`config.mk`:
```
export PLATFORM = sky130hd
export DESIGN_NAME = cla_nibble_serial_adder
export DESIGN_NICKNAME = d
export VERILOG_FILES = /design/src/rtl/cla_nibble_serial_adder.sv
export SDC_FILE = /design/constraint.sdc
export NUM_CORES = 1
export LEC_CHECK = 0
export BUFFER_PORTS_ARGS = -buffer_cell sky130_fd_sc_hd__clkbuf_2
export CAP_MARGIN = 20
export CORE_MARGIN = 2
export CORE_UTILIZATION = 45
export DETAILED_ROUTE_END_ITERATION = 10
export PLACE_DENSITY = 0.67
export SYNTH_ARGS = -nofsm -noshare
export SYNTH_HDL_FRONTEND = slang
export SYNTH_SLANG_ARGS = --single-unit
```
`constraint.sdc`:
```
create_clock -name clk -period 4.5 [get_ports clk]
set_input_delay 0.9 -clock clk [delete_from_list [all_inputs] [get_ports clk]]
set_output_delay 0.9 -clock clk [all_outputs]
set_load 0.02 [all_outputs]
```
`src/rtl/cla_nibble_serial_adder.sv`:
```
// Multi-cycle WIDTH-bit adder that pushes one nibble per cycle through a single 4-bit CLA slice.
// Define CLA_SERIAL_OVF_EN to add the signed-overflow output ovf.
//
// state | meaning
// IDLE  | in_ready=1, waiting for an operand pair
// RUN   | one nibble per cycle through the CLA slice, LSB nibble first
// DONE  | out_valid=1, result held until out_ready
module cla_nibble_serial_adder #(
    parameter int WIDTH = 16
) (
    input  logic             clk,
    input  logic             rst_n,
    input  logic             in_valid,
    output logic             in_ready,
    input  logic [WIDTH-1:0] a,
    input  logic [WIDTH-1:0] b,
    input  logic             cin,
    output logic             out_valid,
    input  logic             out_ready,
    output logic [WIDTH-1:0] sum,
    output logic             cout
`ifdef CLA_SERIAL_OVF_EN
    ,
    output logic             ovf
`endif
);

    localparam int NIB  = WIDTH / 4;
    localparam int IDXW = (NIB > 1) ? $clog2(NIB) : 1;

    generate
        if ((WIDTH % 4) != 0 || WIDTH < 4) begin : g_bad_width
            $error("cla_nibble_serial_adder: WIDTH must be a multiple of 4 and >= 4");
        end
    endgenerate

    typedef enum logic [1:0] {
        IDLE = 2'd0,
        RUN  = 2'd1,
        DONE = 2'd2
    } state_t;

    state_t            state_q;
    logic [WIDTH-1:0]  a_q, b_q;
    logic [WIDTH-1:0]  sum_q, sum_d;
    logic [IDXW-1:0]   idx_q;
    logic              carry_q;
    logic              in_ready_q, out_valid_q, cout_q;
`ifdef CLA_SERIAL_OVF_EN
    logic              ovf_q;
`endif

    logic [3:0] an, bn, g, p, s;
    logic [4:0] c;

    always_comb begin
        an = '0;
        bn = '0;
        for (int i = 0; i < NIB; i++) begin
            if (idx_q == IDXW'(i)) begin
                an = a_q[4*i +: 4];
                bn = b_q[4*i +: 4];
            end
        end

        g    = an & bn;
        p    = an ^ bn;
        c[0] = carry_q;
        c[1] = g[0] | (p[0] & c[0]);
        c[2] = g[1] | (p[1] & g[0]) | (p[1] & p[0] & c[0]);
        c[3] = g[2] | (p[2] & g[1]) | (p[2] & p[1] & g[0]) | (p[2] & p[1] & p[0] & c[0]);
        c[4] = g[3] | (p[3] & g[2]) | (p[3] & p[2] & g[1]) | (p[3] & p[2] & p[1] & g[0])
             | (p[3] & p[2] & p[1] & p[0] & c[0]);
        s    = p ^ c[3:0];

        sum_d = sum_q;
        for (int i = 0; i < NIB; i++) begin
            if (idx_q == IDXW'(i)) begin
                sum_d[4*i +: 4] = s;
            end
        end
    end

    always_ff @(posedge clk or negedge rst_n) begin
        if (!rst_n) begin
            state_q     <= IDLE;
            a_q         <= '0;
            b_q         <= '0;
            sum_q       <= '0;
            idx_q       <= '0;
            carry_q     <= 1'b0;
            in_ready_q  <= 1'b1;
            out_valid_q <= 1'b0;
            cout_q      <= 1'b0;
`ifdef CLA_SERIAL_OVF_EN
            ovf_q       <= 1'b0;
`endif
        end else begin
            case (state_q)
                IDLE: begin
                    if (in_valid) begin
                        a_q        <= a;
                        b_q        <= b;
                        carry_q    <= cin;
                        idx_q      <= '0;
                        in_ready_q <= 1'b0;
                        state_q    <= RUN;
                    end
                end
                RUN: begin
                    sum_q   <= sum_d;
                    carry_q <= c[4];
                    if (idx_q == IDXW'(NIB - 1)) begin
                        idx_q       <= '0;
                        cout_q      <= c[4];
`ifdef CLA_SERIAL_OVF_EN
                        ovf_q       <= c[4] ^ c[3];
`endif
                        out_valid_q <= 1'b1;
                        state_q     <= DONE;
                    end else begin
                        idx_q <= idx_q + IDXW'(1);
                    end
                end
                DONE: begin
                    // Ready only reappears the cycle after the output transfer.
                    if (out_ready) begin
                        out_valid_q <= 1'b0;
                        in_ready_q  <= 1'b1;
                        state_q     <= IDLE;
                    end
                end
                default: begin
                    state_q     <= IDLE;
                    in_ready_q  <= 1'b1;
                    out_valid_q <= 1'b0;
                end
            endcase
        end
    end

    assign in_ready  = in_ready_q;
    assign out_valid = out_valid_q;
    assign sum       = sum_q;
    assign cout      = cout_q;
`ifdef CLA_SERIAL_OVF_EN
    assign ovf       = ovf_q;
`endif

endmodule

```
==> key figures <==
Power and ir drop
  – NetSw: 1140 uW
  – P_int: 1680 uW
  – Combinational power share: 0.548
  – Static Leak: 0.00154 uW
  – Peak supply drop: 0.383 mV
  – Clock Power Share: 0.115
  – Switching share of total power: 0.405
  – Sequential power share: 0.337
  – Power density over cell area: 885 nW/um^2

Cells and area
  – Final Net Count: 312
  – Fill cells: 515
  – Register area: 1400 sq um
  – Antenna cells: 0
  – Non-filler cells in the finished layout: 342
  – Synthesis-to-layout area growth: 15.7%
  – Share of cells above drive strength 1: 0.423
  – Most frequent cells in the layout: 55 x dfrtp_1, 55 x clkbuf_2, 34 x mux2_4
  – Multi-input logic area: 1280 sq um

Synthesis
  – Prevailing post-synth register cell: dfrtp_1
  – Mapped Area: 2750 sq um
  – Avg Inst Size Synth: 13.1 sq um
  – Seq/Total Area, Yosys: 0.510
  – Cell taking the most area after synthesis: dfrtp_1
  – Async SR Flop Fraction: 1.00
  – Syn Inst Count: 210
  – Largest cells by area after synthesis: dfrtp_1 50%, mux2_4 19%, ha_1 3.6%
  – EDFF count, synth: 0
  – Post-Syn Nets: 256
  – Yosys top cell area share: 0.500
  – Yosys warnings: 0
  – Post-synthesis register bit count: 56
  – Post-synthesis cell type count: 37

Timing
  – Layout Skew: 9.44 ps
  – Fin crit share: 0.683
  – Final Hold Viols: 0
  – RSZ-0062 raised after global routing: false
  – Hold_ws: 483 ps
  – Final setup fails: 0
  – Setup ws final: 1420 ps
  – Final Max Slew Viols: 0
  – Rel. slew slack: 0.485
  – Slew @ Worst Pin: 772 ps
  – Tmin final: 3080 ps
  – Fmax: 0.325 GHz
  – TNS Setup: 0 ps

Critical path
  – R2r setup slk: 1420 ps
  – Arr. time, crit path: 3270 ps
  – RR Endpoint: sum[11]$_DFFE_PN0P_
  – Crit end category: flop
  – Critical path class: reg2reg
  – CP Capture Point: sum[11]$_DFFE_PN0P_
  – Crit path from: idx_q[1]$_DFFE_PN0P_
  – Req. time, crit path: 4700 ps
  – FF-to-FF path depth: 10
  – Critical-path maximum fanout: 12
  – Startpoint types: flop
  – Worst reg2reg path startpoint: idx_q[1]$_DFFE_PN0P_

Routing
  – WL final: 5110 microns
  – Drt drc: 0
  – Drt first-iter violations: 119
  – Via density: 5.11
  – Number of vias in the routed layout: 1746
  – DRT antenna net count: 0
  – Drt wl/cell: 14.9 microns
  – Router iterations before antenna repair: 4

Global route
  – Number of global-route vias before repair: 1748
  – Global-route usage over all layers: 0.170
  – First-pass GRT wire length: 8560 microns
  – GRT Residual Overflow: 0
  – Pin count of the biggest net entering global routing: 57
  – Initial antenna violation count: 0

Clock network
  – CTS tree: built
  – Post-CTS setup buffer count: 0
  – Clk_lat worst skew: 310 ps
  – Clk sink count: 56
  – Longest Clk Path Bufs: 2
  – Clock-pin slew on the worst setup and hold paths: 90 ps
  – # resized after CTS: 0
  – H-Tree Depth: 2
  – Hold buffers post-CTS: 0
  – Inserted Clock Buffers: 5
  – Clk root buf: clkbuf_8

Placement
  – Post-Place Worst Slack: 1430 ps
  – Placed cells: 334
  – Buffers on Ports: 55
  – HPWL after DPL: 3750 microns
  – GP Congestion: 0.786

Die
  – FP Rows: 28
  – Die area: 6760 sq um
  – Die height: 82.2 microns
  – Placeable Area: 5920 sq um
  – I/O pin count: 56
  – Chip width: 82.2 microns
  – Initial Util: 0.465

Run status
  – Status: complete, no violations

Flow run
  – Max_cap viols: 0

Hold path
  – Hold WC Path Type: reg2reg
worst max-delay path, cell delays in order (launching register included):
cell and delay [ps]:
dfrtp_1 410, inv_1 80, ha_1 340, and2b_1 370, a221oi_1 110, o31ai_1 490, ha_1 320, a211o_1 350
a21oi_4 160, xor2_2 210, o21ai_1 110
state kept, by name (all words and copies together), names as in the netlist:
name / cells
a_q: 16
b_q: 16
sum: 16
idx_q: 2
state_q: 2
carry_q: 1
cout: 1
in_ready: 1
out_valid: 1
worst min path at each step:
| stage | from | to | slack (ps) | cells past startpoint |
|---|---|---|---|---|
| 2_1_floorplan | state_q[1]$_DFFE_PN0P_ | state_q[0]$_DFFE_PN0P_ | 470 | 1 |
| 3_3_place_gp | sum[5]$_DFFE_PN0P_ | sum[5]$_DFFE_PN0P_ | 470 | 2 |
| 3_5_place_dp | sum[5]$_DFFE_PN0P_ | sum[5]$_DFFE_PN0P_ | 470 | 2 |
| 4_1_cts | sum[5]$_DFFE_PN0P_ | sum[5]$_DFFE_PN0P_ | 490 | 2 |
| 5_1_grt | sum[13]$_DFFE_PN0P_ | sum[13]$_DFFE_PN0P_ | 520 | 2 |
| 6_report | sum[5]$_DFFE_PN0P_ | sum[5]$_DFFE_PN0P_ | 480 | 2 |
power by group through the flow:
| stage | sequential (uW) | combinational [uW] | clock (uW) |
|---|---|---|---|
| after global placement | 959 | 1530 | 0 |
| after CTS | 952 | 1570 | 331 |
| after detailed placement | 961 | 1560 | 0 |
| final | 950 | 1540 | 324 |
| after global routing | 983 | 1720 | 353 |
| after floorplan | 987 | 1190 | 0 |
cells in the mapped netlist (3+ instances only):
master,number
o21ai_0,8
nor2b_1,6
nand2_1,25
a21oi_1,7
a221oi_1,6
dfrtp_1,55
mux2_4,34
o21ai_1,8
inv_1,4
nand2_4,4
nor2_1,4
ha_1,8
o31ai_1,8
buf_6,3
cell type report:
cell class / instances / area share
Inverter: 4 / 0.00471
Clock buffer: 6 / 0.0228
Timing Repair Buffer: 57 / 0.0911
Tap cell: 75 / 0.0295
Multi-Input combinational cell: 142 / 0.401
Sequential cell: 56 / 0.440
Clock inverter: 2 / 0.0110
per-stage QoR:
| stage | instance area, sq um | util | total power, uW |
|---|---|---|---|
| after floorplan | 2750 | - | 2180 |
| after global placement | 3080 | 0.520 | 2490 |
| after detailed placement | 3080 | 0.520 | 2520 |
| after CTS | 3190 | 0.538 | 2850 |
| after global routing | 3190 | 0.538 | 3050 |
| final | 3190 | 0.538 | 2820 |
layer usage:
| metal | share of wire | global-route usage | vias up |
|---|---|---|---|
| met5 | 0 | 0 | - |
| met4 | 0.014 | 0.0550 | 0 |
| met3 | 0.052 | 0.0435 | 7 |
| met2 | 0.44 | 0.248 | 52 |
| met1 | 0.50 | 0.247 | 827 |
| li1 | - | - | 860 |
cell families (layout without fill, tap and decap cells):
| logic type | count (synthesis) | count (layout) | synth area share |
|---|---|---|---|
| adder cells (fa/ha/maj) | 9 | 9 | 0.0436 |
| flip-flops | 56 | 56 | 0.510 |
| AO/OA/AOI/OAI | 47 | 47 | 0.115 |
| buffers and inverters | 12 | 69 | 0.0268 |
| XOR/XNOR | 3 | 3 | 0.0150 |
| AND/OR/NAND/NOR | 46 | 46 | 0.0927 |
| multiplexers | 37 | 37 | 0.197 |
No activity file was read; power rests on OpenSTA's default activity.
